<file path="src/rtl/hazard_fwd_ctrl_pkg.sv">
// Shared pipeline definitions: forward-mux codes, hazard FSM states and stage records.
package hazard_fwd_ctrl_pkg;

  localparam int unsigned RegW = 5;

  localparam logic [1:0] FWD_REG = 2'b00;
  localparam logic [1:0] FWD_WB  = 2'b01;
  localparam logic [1:0] FWD_MEM = 2'b10;

  localparam logic [RegW-1:0] REG_ZERO = '0;

  typedef enum logic [0:0] {
    StRun   = 1'b0,
    StStall = 1'b1
  } state_e;

  typedef struct packed {
    logic            valid;
    logic            regwrite;
    logic            memread;
    logic [RegW-1:0] rd;
  } stage_rec_t;

  typedef struct packed {
    stage_rec_t      base;
    logic [RegW-1:0] rs;
    logic [RegW-1:0] rt;
    logic            usesrt;
  } ex_rec_t;

  // True when a stage will write a non-zero register that matches src.
  function automatic logic writes_src(stage_rec_t rec, logic [RegW-1:0] src);
    return rec.valid && rec.regwrite && (rec.rd != REG_ZERO) && (rec.rd == src);
  endfunction

endpackage

</file>
<file path="src/rtl/fwd_sel.sv">
// Single-operand forward select; the younger MEM result wins over WB.
module fwd_sel
  import hazard_fwd_ctrl_pkg::*;
(
  input  logic [RegW-1:0] src_i,
  input  stage_rec_t      mem_i,
  input  stage_rec_t      wb_i,
  output logic [1:0]      fwd_o
);

  // Load flags are not needed to pick a source.
  logic unused_memread;
  assign unused_memread = mem_i.memread ^ wb_i.memread;

  always_comb begin
    fwd_o = FWD_REG;
    if (writes_src(mem_i, src_i)) begin
      fwd_o = FWD_MEM;
    end else if (writes_src(wb_i, src_i)) begin
      fwd_o = FWD_WB;
    end
  end

endmodule

</file>
<file path="src/rtl/hazard_fwd_ctrl.sv">
// EX/MEM/WB shadow pipeline driving operand forwarding, load-use stall and stall statistics.
module hazard_fwd_ctrl
  import hazard_fwd_ctrl_pkg::*;
(
  input  logic            clk_i,
  input  logic            rst_n_i,
  input  logic            ID_valid_i,
  input  logic [RegW-1:0] ID_RS_i,
  input  logic [RegW-1:0] ID_RT_i,
  input  logic            ID_UsesRT_i,
  input  logic [RegW-1:0] ID_RD_i,
  input  logic            ID_RegWrite_i,
  input  logic            ID_MemRead_i,
  input  logic            Flush_i,
  output logic [1:0]      ForwardA_o,
  output logic [1:0]      ForwardB_o,
  output logic            Stall_o,
  output logic [15:0]     StallCnt_o,
  output logic            Error_o
);

  ex_rec_t    ex_q, ex_d;
  stage_rec_t mem_q, wb_q;
  state_e     state_q, state_d;
  logic [15:0] cnt_q, cnt_d;
  logic        err_q, err_d;

  logic [1:0] fwd_a, fwd_b_raw, fwd_b;
  logic       stall;
  logic       load_fwd_err;

  fwd_sel u_fwd_a (
    .src_i (ex_q.rs),
    .mem_i (mem_q),
    .wb_i  (wb_q),
    .fwd_o (fwd_a)
  );

  fwd_sel u_fwd_b (
    .src_i (ex_q.rt),
    .mem_i (mem_q),
    .wb_i  (wb_q),
    .fwd_o (fwd_b_raw)
  );

  assign fwd_b = (ex_q.usesrt && ex_q.base.valid) ? fwd_b_raw : FWD_REG;

  // Load in EX feeding the instruction in ID cannot be forwarded in time.
  always_comb begin
    stall = 1'b0;
    if (ID_valid_i && ex_q.base.valid && ex_q.base.memread && (ex_q.base.rd != REG_ZERO) &&
        ((ex_q.base.rd == ID_RS_i) || (ID_UsesRT_i && (ex_q.base.rd == ID_RT_i)))) begin
      stall = 1'b1;
    end
    if (Flush_i) begin
      stall = 1'b0;
    end
  end

  // A MEM-stage load selected by forwarding would deliver an address, not data.
  assign load_fwd_err = ex_q.base.valid && mem_q.memread &&
                        ((fwd_a == FWD_MEM) || (fwd_b == FWD_MEM));

  always_comb begin
    ex_d = '0;
    if (!stall && !Flush_i && ID_valid_i) begin
      ex_d.base.valid    = 1'b1;
      ex_d.base.regwrite = ID_RegWrite_i;
      ex_d.base.memread  = ID_MemRead_i;
      ex_d.base.rd       = ID_RD_i;
      ex_d.rs            = ID_RS_i;
      ex_d.rt            = ID_RT_i;
      ex_d.usesrt        = ID_UsesRT_i;
    end
  end

  always_comb begin
    state_d = StRun;
    if (state_q == StRun && stall) begin
      state_d = StStall;
    end
    cnt_d = cnt_q;
    if (stall && (cnt_q != 16'hFFFF)) begin
      cnt_d = cnt_q + 16'd1;
    end
    err_d = err_q | ((state_q == StStall) && stall) | load_fwd_err;
  end

  always_ff @(posedge clk_i or negedge rst_n_i) begin
    if (!rst_n_i) begin
      ex_q    <= '0;
      mem_q   <= '0;
      wb_q    <= '0;
      state_q <= StRun;
      cnt_q   <= '0;
      err_q   <= 1'b0;
    end else begin
      ex_q    <= ex_d;
      mem_q   <= ex_q.base;
      wb_q    <= mem_q;
      state_q <= state_d;
      cnt_q   <= cnt_d;
      err_q   <= err_d;
    end
  end

  assign ForwardA_o = fwd_a;
  assign ForwardB_o = fwd_b;
  assign Stall_o    = stall;
  assign StallCnt_o = cnt_q;
  assign Error_o    = err_q;

endmodule

</file>
<file path="config.mk">
export PLATFORM = sky130hd
export DESIGN_NAME = hazard_fwd_ctrl
export DESIGN_NICKNAME = d
export VERILOG_FILES = /design/src/rtl/hazard_fwd_ctrl_pkg.sv /design/src/rtl/fwd_sel.sv /design/src/rtl/hazard_fwd_ctrl.sv
export SDC_FILE = /design/constraint.sdc
export NUM_CORES = 1
export LEC_CHECK = 0
export CAP_MARGIN = 20
export CORE_AREA = 2 2 57 112
export CTS_CLUSTER_SIZE = 8
export DETAILED_ROUTE_END_ITERATION = 10
export DIE_AREA = 0 0 59 114
export PLACE_DENSITY = 0.7
export SLEW_MARGIN = 20
export SYNTH_ARGS = -nofsm -noshare
export SYNTH_HDL_FRONTEND = slang
export SYNTH_SLANG_ARGS = --single-unit
</file>
<file path="constraint.sdc">
create_clock -name clk_i -period 1.9 [get_ports clk_i]
set_input_delay 0.19 -clock clk_i [delete_from_list [all_inputs] [get_ports clk_i]]
set_output_delay 0.19 -clock clk_i [all_outputs]
set_load 0.03 [all_outputs]
</file>
==> impl_summary.txt <==
----------------------------------------------------
[Power]
  Switching part of the total power ... between 20 and 25%
  Max VDD drop ... about 0.68 mV
  Post-layout power ... between 2000 and 3000 µW
  Portion of total power attributed to the clock network ... between 40% and 50%
  Logic pwr share ... under 10%
  Net load switching power ... between 500 and 600 µW
  Reg power frac ... between 40% and 50%
  Pwr/cell area ... around 700 mW/mm²
  Power Internal ... around 2000 µW
  Leakage power of the design ... approximately 0.0018 µW

[Clocking]
  Clock insertion delay at the later pin of the skew report ... 0.30 ns
  Buffers from clock root to sink, at most ... 2
  Worst-path clk slew ... 0.07 ns
  Root buf cell ... clkbuf_16
  Number of H-tree levels ... 2
  CTS tree ... built
  Clock Sinks ... 52
  TritonCTS Buffers ... 5

[Logic synthesis]
  Async set-reset flop share out of synthesis ... between 90% and 100%
  Number of instances in the synthesized netlist ... 190
  Cell type with the highest aggregate area in the netlist ... dfrtp_1
  Syn_area_per_cell ... around 12 µm²
  Fraction of the yosys area taken by sequential cells ... between 50 and 60%
  Prevailing post-synth register cell ... dfrtp_1
  Count of yosys warnings during synthesis ... 0
  Post-Syn Area ... roughly 0.0023 mm²
  Total of flip-flops plus latches after synthesis ... 52
  Area share of the largest cell type after synthesis ... a little under three fifths
  Number of different library cells in the post-synthesis netlist ... 34
  Number of nets produced by synthesis ... between 200 and 250
  Top area cells in the synthesized netlist ... dfrtp_1 57%, xnor2_1 10%, xor2_1 6.9%
  Post-synth EDFFs ... 0

[GRT]
  Antenna violations before repair ... 0
  Global-route wire length before repair ... between 8 and 9 mm
  Number of global-route vias before repair ... around 1900
  Total global-route track usage ... 17.6%
  GR Overflow Total ... 0
  Largest net degree at the start of global routing ... 27

[Timing]
  Transition time at the pin with the least slew margin ... about 0.41 ns
  Setup repair after global routing missed its margin ... true
  Final Hold Viols ... 0
  Relative max-transition margin ... 72.8%
  Final number of max-transition violations ... 0
  Maximum operating frequency ... 0.472 GHz
  Final number of setup-violating endpoints ... 9
  Worst clock skew on the final layout ... approximately 0.0048 ns
  Fin crit share ... 111%
  Minimum clock period ... ~2.1 ns
  Worst setup slack after layout ... -0.218 ns

[Status]
  Violations in the final reports ... setup timing
  Run status ... finished with violations

[Route]
  Number of DRC violations after detailed routing ... 0
  Vias post-DR ... between 1500 and 2000
  Pre-Repair DR Iteration Count ... 4
  Total routed wirelength ... 5.89 mm
  Final antenna-violating net count ... 0
  Starting DRT DRC Count ... 77
  Average via count per standard cell ... slightly above 5
  Routed length per placed instance ... 16.7 µm

[Setup path]
  Worst setup path endpoint ... Stall_o
  Worst setup startpoint ... ex_q[11]
  WS Path Type ... reg2out
  Required time of the critical path ... 1.71 ns
  Category of the worst setup path launch point ... register
  Largest driver fanout on the critical path ... 4
  Arrival time at the worst endpoint ... roughly 1.9 ns
  Reg2Reg Depth ... 8
  Reg-to-reg slack, setup ... -0.13 ns
  Endpoint of the most critical register-to-register path ... StallCnt_o[14]
  Endpoint kind of the worst setup timing path ... primary output
  Origin of the critical flop-to-flop path ... ex_q[11]

[Finish]
  Finished Core Util ... a little over three fifths
  Share of final-layout standard cells stronger than drive strength 1 ... between 30% and 40%
  Inserted Diodes ... 0
  Area grow syn2layout ... 62.2%
  Final design instance area without fill ... between 0.003 and 0.004 mm²
  Total number of nets in the final design ... around 310

[Die]
  Overall die width ... 59 µm
  Row count ... 40
  Placeable Area ... 0.00591 mm²
  Number of ports placed on the die boundary ... 44
  Die footprint ... roughly 0.0067 mm²
  Height of the die ... 114 µm
  Starting density of the core ... around two fifths

[Job]
  Count of max-cap constraint violations ... 0

[Placement]
  Post-DP HPWL ... about 3.8 mm
  Input/output buffers ... 43
  Area after DPL ... between 0.003 and 0.004 mm²
  RePlAce Congestion ... roughly 0.85

[Min path]
  Hold Crit Class ... in2async

----------------------------------------------------
-- Yosys cell counts, types with 2 or more instances --
cell	n
nand2_1	15
dfrtp_1	52
and3b_1	2
nor4_2	3
xnor2_1	26
mux2_2	2
nor4_1	6
or3_1	2
nand3_1	13
nor2_1	6
nor3_1	4
xor2_1	18
nand4_1	3
and2_1	18
-- worst max-delay path: stages, from the launching register on --
cell     delay [ns]
dfrtp_2        0.45
xnor2_2        0.18
nand4_1        0.20
o22ai_4        0.22
buf_6          0.13
and3b_2        0.23
buf_6          0.11
buf_6          0.11
-- cells by family (layout without fill, tap and decap cells) --
kind of cell	after synthesis	after routing	share of synthesized area, %
adders and majority gates	1	1	0.548
and+or+nand+nor	81	84	21.1
xor gates and xnor gates	44	44	16.9
DFF	52	52	57.0
AOI/OAI and AO/OA	6	6	2.41
muxes	2	2	0.987
buffers and inverters	4	100	1.04
-- layer usage --
metal	up-vias	share of wire, %	track usage [%]
li1	847	-	-
met1	903	38	21.3
met2	42	56	29.8
met3	9	3.5	3.29
met4	0	2.0	7.12
met5	-	0	0
-- worst min path at each step --
stage                     startpoint  endpoint  slack, ns
after floorplan              rst_n_i   Error_o      -0.11
after global placement       rst_n_i   wb_q[3]       0.13
after detailed placement     rst_n_i   wb_q[3]       0.14
after CTS                    rst_n_i   wb_q[3]       0.36
after global routing        ex_q[17]  mem_q[6]       0.36
final                        rst_n_i   wb_q[3]       0.35
-- per-stage QoR --
stage                     setup slack (ns)  hold slack, ns  cells  setup TNS [ns]
after global routing                -0.304           0.361    352           -3.10
after detailed placement            -0.210           0.141    325           -2.56
final                               -0.218           0.355    352           -1.17
after floorplan                    -0.0199          -0.106    190         -0.0399
after CTS                           -0.239           0.359    342          -0.891
after global placement              -0.163           0.129    325           -1.79
-- registers in the layout, summed over array words and instances, names as in the netlist --
register and count:
Error_o 1, StallCnt_o 16, ex_q 19, mem_q 8, state_q 1, wb_q 7
-- placed cells by master (no fill, tap or decap), drive strengths merged, types with 2 or more instances in the layout --
cell           netlist  layout
nor2                 6       6
clkdlybuf4s50        0      37
and3b                2       5
buf                  2      53
mux2                 2       2
xnor2               26      26
nand2               15      15
xor2                18      18
bufinv               0       2
nand4                3       3
nand3               13      13
dfrtp               52      52
and4                 2       2
clkbuf               1       5
and2                18      18
nor4                 9       9
inv                  1       2
nor3                 5       5
or3                  2       2
-- final cells by class --
| class | count | area (µm²) |
|---|---|---|
| clock buffers | 5 | 125 |
| flip-flops and latches | 52 | 1310 |
| fillers | 458 | 2200 |
| clock inverters | 3 | 68.8 |
| repair buffers | 91 | 837 |
| inverters | 1 | 3.75 |
| multi-input cells | 137 | 1280 |
| well taps | 63 | 78.8 |
-- power by group through the flow --
stage	Combinational [µW]	Sequential (µW)	Clock (µW)
finish	233	1160	1190
global route	254	1170	1250
CTS	206	1160	1200
detailed placement	180	1180	0
global placement	176	1180	0
floorplan	78.6	1180	0
-- what timing repair did --
item,4_1_cts,5_1_grt
endpoints found under the setup margin,13,35
endpoints found under the hold margin,14,0
setup buffers,8,10
gates resized for setup,22,49
hold buffers,1,0
cloned,0,3
pin swaps,18,31
Power figures use the tool's default switching activity.
